[config.mk]
export PLATFORM = sky130hd
export DESIGN_NAME = serial_addsub_flat
export DESIGN_NICKNAME = d
export VERILOG_FILES = /design/src/rtl/serial_addsub_if.sv /design/src/rtl/serial_addsub.sv /design/src/flat_wrapper.sv
export SDC_FILE = /design/constraint.sdc
export NUM_CORES = 1
export LEC_CHECK = 0
export BUFFER_PORTS_ARGS = -buffer_cell sky130_fd_sc_hd__buf_2
export CELL_PAD_IN_SITES_DETAIL_PLACEMENT = 0
export CELL_PAD_IN_SITES_GLOBAL_PLACEMENT = 1
export CORE_MARGIN = 5
export CORE_UTILIZATION = 35
export CTS_CLUSTER_DIAMETER = 80
export DETAILED_ROUTE_END_ITERATION = 7
export PLACE_DENSITY_LB_ADDON = 0.2
export SYNTH_ARGS = -nofsm -noshare
export SYNTH_HDL_FRONTEND = slang
export SYNTH_SLANG_ARGS = --single-unit
[constraint.sdc]
create_clock -name clk -period 1.7 [get_ports clk]
set_input_delay 0 -clock clk [delete_from_list [all_inputs] [get_ports clk]]
set_output_delay 0 -clock clk [all_outputs]
set_load 0.02 [all_outputs]
[src/rtl/serial_addsub_if.sv]
// Operand/result bundle for the bit-serial adder/subtractor.
// The master drives the request and operands; the slave returns status and the completed result.
interface serial_addsub_if #(
  parameter int WIDTH = 8
);
  logic             start;
  logic             op;
  logic [WIDTH-1:0] a;
  logic [WIDTH-1:0] b;
  logic             busy;
  logic             done;
  logic [WIDTH-1:0] result;
  logic             cout;

  modport master (
    output start, op, a, b,
    input  busy, done, result, cout
  );

  modport slave (
    input  start, op, a, b,
    output busy, done, result, cout
  );
endinterface

[src/rtl/serial_addsub.sv]
// Bit-serial adder/subtractor: one full-adder/full-subtractor cell, one bit per clock, LSB first.
// The carry/borrow lives in a register between bits; the result is published only at completion.
module serial_addsub #(
  parameter int WIDTH = 8
) (
  input logic           clk,
  input logic           rst,
  serial_addsub_if.slave bus
);
  localparam int CW = (WIDTH > 1) ? $clog2(WIDTH) : 1;

  typedef enum logic [1:0] {
    IDLE = 2'd0,
    RUN  = 2'd1,
    DONE = 2'd2
  } state_t;

  state_t           state_q, state_d;
  logic [WIDTH-1:0] sa_q, sa_d;
  logic [WIDTH-1:0] sb_q, sb_d;
  logic             sop_q, sop_d;
  logic             c_q, c_d;
  logic [CW-1:0]    cnt_q, cnt_d;
  logic [WIDTH-1:0] acc_q, acc_d;
  logic [WIDTH-1:0] result_q, result_d;
  logic             cout_q, cout_d;

  logic             sBit;
  logic             cNext;

  // Single-bit cell: sum/difference share the XOR; only the carry vs. borrow term differs.
  always_comb begin
    sBit = sa_q[0] ^ sb_q[0] ^ c_q;
    if (sop_q) begin
      cNext = (~sa_q[0] & sb_q[0]) | (sb_q[0] & c_q) | (c_q & ~sa_q[0]);
    end else begin
      cNext = (sa_q[0] & sb_q[0]) | (sa_q[0] & c_q) | (sb_q[0] & c_q);
    end
  end

  always_comb begin
    state_d  = state_q;
    sa_d     = sa_q;
    sb_d     = sb_q;
    sop_d    = sop_q;
    c_d      = c_q;
    cnt_d    = cnt_q;
    acc_d    = acc_q;
    result_d = result_q;
    cout_d   = cout_q;

    unique case (state_q)
      IDLE: begin
        if (bus.start) begin
          state_d = RUN;
          sa_d    = bus.a;
          sb_d    = bus.b;
          sop_d   = bus.op;
          c_d     = 1'b0;
          cnt_d   = '0;
          acc_d   = '0;
        end
      end
      RUN: begin
        acc_d = {sBit, acc_q[WIDTH-1:1]};
        sa_d  = sa_q >> 1;
        sb_d  = sb_q >> 1;
        c_d   = cNext;
        cnt_d = cnt_q + 1'b1;
        // Last bit: publish the fully shifted accumulator and the final carry/borrow together.
        if (cnt_q == CW'(WIDTH - 1)) begin
          state_d  = DONE;
          result_d = {sBit, acc_q[WIDTH-1:1]};
          cout_d   = cNext;
        end
      end
      DONE: begin
        state_d = IDLE;
      end
      default: begin
        state_d = IDLE;
      end
    endcase
  end

  always_ff @(posedge clk) begin
    if (rst) begin
      state_q  <= IDLE;
      sa_q     <= '0;
      sb_q     <= '0;
      sop_q    <= 1'b0;
      c_q      <= 1'b0;
      cnt_q    <= '0;
      acc_q    <= '0;
      result_q <= '0;
      cout_q   <= 1'b0;
    end else begin
      state_q  <= state_d;
      sa_q     <= sa_d;
      sb_q     <= sb_d;
      sop_q    <= sop_d;
      c_q      <= c_d;
      cnt_q    <= cnt_d;
      acc_q    <= acc_d;
      result_q <= result_d;
      cout_q   <= cout_d;
    end
  end

  assign bus.busy   = (state_q != IDLE);
  assign bus.done   = (state_q == DONE);
  assign bus.result = result_q;
  assign bus.cout   = cout_q;
endmodule

[src/flat_wrapper.sv]
// flat-port wrapper written by rule: the top's interface ports become plain ports
module serial_addsub_flat 
#(
  parameter int WIDTH = 8
)
  (clk, rst, bus_start, bus_op, bus_a, bus_b, bus_busy, bus_done, bus_result, bus_cout);
  serial_addsub_if #(.WIDTH(WIDTH)) bus_i ();
  input logic clk;
  input logic rst;
  input wire logic [$bits(bus_i.start)-1:0] bus_start;
  input wire logic [$bits(bus_i.op)-1:0] bus_op;
  input wire logic [$bits(bus_i.a)-1:0] bus_a;
  input wire logic [$bits(bus_i.b)-1:0] bus_b;
  output wire logic [$bits(bus_i.busy)-1:0] bus_busy;
  output wire logic [$bits(bus_i.done)-1:0] bus_done;
  output wire logic [$bits(bus_i.result)-1:0] bus_result;
  output wire logic [$bits(bus_i.cout)-1:0] bus_cout;
  assign bus_i.start = bus_start;
  assign bus_i.op = bus_op;
  assign bus_i.a = bus_a;
  assign bus_i.b = bus_b;
  assign bus_busy = bus_i.busy;
  assign bus_done = bus_i.done;
  assign bus_result = bus_i.result;
  assign bus_cout = bus_i.cout;
  serial_addsub #(.WIDTH(WIDTH)) u_core (.clk(clk), .rst(rst), .bus(bus_i));
endmodule
==> impl_metrics.csv <==
group,metric,value,unit
layout,final_nets,220,
logic_synthesis,synth_cell_types,26,
pwr,ir_drop,467,uV
layout,fin_cells,251,
worst_setup_path,worst-endpoint-required,1.88,ns
pwr,leakagePower,0.827,nW
logic_synthesis,synthMuxAreaShare,0.0982,
global_routing,grt_max_degree,23,
die,start_util,0.355,
routing,vias,1271,
global_routing,grt-ovfl-total,0,
logic_synthesis,synth_ff_type,"dfxtp_1",
clock_tree,cts.sink_count,39,
die,placementRows,25,
worst_setup_path,crit_chain,"fa_1 -> mux2_2 -> and3_1 -> a31o_2",
clock_tree,tritoncts,"yes",
clock_tree,numCtsBuffers,5,
timing,final.min_clock_period,1.56,ns
die,io_pins,31,
die,coreArea,4630,um2
timing,timing_hold_violations_final,0,
layout,multi_input_area,773,um2
timing,drv_slew,0,
layout,mostFrequentLayoutCell,"dfxtp_1",
worst_setup_path,crit_path_start_kind,"flip-flop",
logic_synthesis,synth_compound_area_frac,0.202,
logic_synthesis,ys_seq_area_frac,0.475,
clock_tree,post_cts_buffers,0,
logic_synthesis,synth_top_area_cell,"dfxtp_1",
clock_tree,clockBufferDepth,2,
global_routing,grt_util_all_layers,0.118,
logic_synthesis,synth.top_cell.area_share,0.475,
routing,antenna_left,0,
logic_synthesis,synthAdderAreaFrac,0.0396,
pwr,power.density,946,nW/um2
place,portBuffers,30,
routing,drt_pass1_iterations,4,
worst_setup_path,path_class,"reg2reg",
logic_synthesis,synth-seq-cells,39,
die,die_x,78.5,um
layout,ff_latch_area,781,um2
logic_synthesis,synthCells,162,
logic_synthesis,yosys_warnings,0,
place,post-dp-hpwl,2.38,mm
timing,fin_tns_setup,0,ns
logic_synthesis,synth.area.top_cells,"dfxtp_1 (47%), mux2i_1 (9.1%), a211oi_2 (6.8%), nor2_1 (6.4%), a22oi_1 (4.6%)",
global_routing,grt_pass1_vias,1298,
logic_synthesis,syn_nets,186,
timing,clock.fmax,643,MHz
flow_run,maxCapViolations,0,
logic_synthesis,synth.avg_cell_area,10.1,um2
clock_tree,htreeDepth,2,
layout,syn_to_final_growth,19.6,%
layout,fillers,483,
place,gp_congestion,0.663,
clock_tree,hold_buffers,3,
routing,routed_wl,3.15,mm
routing,wire_per_inst,12.5,um
timing,relSlewSlack,0.362,
clock_tree,path_clk_slew,0.07,ns
timing,rsz0062_at_grt,"no",
clock_tree,post_cts_resized,0,
die,die_y,78.5,um
timing,worst_pin_slew,0.955,ns
worst_setup_path,critPathArrivalTime,1.74,ns
layout,diodes,0,
logic_synthesis,synth_top_family_by_area,"compound AO/OA/AOI/OAI gates",
logic_synthesis,syn_area,1640,um2
timing,setup_violations,0,
timing,period_share,0.915,
layout,drive_gt1_frac,0.294,
routing,drc,0,
worst_setup_path,cpPeakStageDelay,0.43,ns
global_routing,grt_pass1_wl,5.84,mm
worst_setup_path,worst-path-max-fanout,3,
logic_synthesis,synth_edf_count,0,
die,dieArea,6170,um2
clock_tree,root_buffer,"clkbuf_8",
outcome,status,"finished, final reports clean",
logic_synthesis,synthArstFlopShare,0,
place,place_inst,240,
routing,vias_per_cell,5.06,
worst_setup_path,crit_slowest_cell,"fa_1",
clock_tree,clkLatencyLatePin,0.28,ns
routing,drt_iter0_drc,46,
hold_path,min_path_type,"in2reg",
timing,clock-skew-final,0.00597,ns
logic_synthesis,synth-xor-area-share,0,
layout,final_cell_mix,"dfxtp_1 (39), buf_2 (30), nor2_1 (28)",
global_routing,grt_antenna_before_repair,0,
worst_setup_path,cp-end-kind,"flip-flop",
logic_synthesis,yosys.area_share.simple,0.131,
-- sequential cells by signal, indices dropped and copies added, names as in the netlist, 2 cells and up --
register and flops:
u_core.bus.result 8, u_core.sb_q 8, u_core.cnt_q 3, u_core.acc_q 7, u_core.sa_q 8, u_core.state_q 2
-- power by group --
| group | total [mW] | internal, mW | switching [mW] |
|---|---|---|---|
| Combinational | 0.210 | 0.101 | 0.110 |
| Clock | 0.672 | 0.370 | 0.302 |
| Sequential | 0.978 | 0.954 | 0.0241 |
| Total | 1.86 | 1.42 | 0.436 |
-- per-stage QoR --
step	util	setup slack (ns)	hold slack [ns]	total power [mW]	cell area (um2)
after floorplan	-	0.221	0.147	1.15	1640
after global routing	0.425	0.0484	0.0459	1.97	1970
after global placement	0.397	0.196	0.247	1.20	1840
final	0.425	0.144	0.0502	1.86	1970
after CTS	0.425	0.126	0.0386	1.90	1970
after detailed placement	0.397	0.140	0.253	1.21	1840
-- layout make-up --
class | count | share of cell area
Inverter | 2 | 0.00382
Clock buffer | 8 | 0.0509
Multi-Input combinational cell | 109 | 0.393
Timing Repair Buffer | 39 | 0.121
Tap cell | 54 | 0.0344
Sequential cell | 39 | 0.397
-- path summary, 6_finish.rpt --
path / cells after the start / from / slack [ns] / endpoint
worst min register to register: 2 / u_core.bus.result[4] / 0.45 / u_core.bus.result[4]
worst max-delay path: 4 / u_core.c_q / 0.14 / u_core.c_q
worst max register to register: 4 / u_core.c_q / 0.14 / u_core.c_q
worst min-delay path: 3 / bus_a[2] / 0.05 / u_core.sa_q[2]
-- cell families (layout without fill, tap and decap cells) --
family	after synthesis	in the layout
multiplexers	16	16
AO/OA/AOI/OAI	40	40
buffers and inverters	14	49
adder cells (fa/ha/maj)	4	4
AND/OR/NAND/NOR	49	49
flip-flops	39	39
-- critical path, delay by kind of cell (launching register included) --
family	cells	cell delay, ns
AND/OR/NAND/NOR	1	0.19
AO/OA/AOI/OAI	1	0.21
multiplexers	1	0.26
flip-flops	1	0.36
adder cells (fa/ha/maj)	1	0.43
-- Yosys cell counts, types with 2 or more instances --
master / n
a211oi_2: 9
nand2_1: 14
ha_1: 2
buf_2: 6
a21oi_1: 8
fa_1: 2
a211oi_1: 7
dfxtp_1: 39
buf_1: 2
nor2b_1: 2
a22oi_1: 10
a32o_1: 2
inv_1: 2
buf_6: 4
mux2i_1: 15
nor2_1: 28
-- routing by layer --
metal  wire length, um  share of wire  track usage
met1              1380           0.44        0.138
met4                39          0.012       0.0367
met2              1560           0.50        0.199
met5                 0              0            0
met3               162          0.051       0.0424
Note: power is estimated with default switching activity, not from simulation.
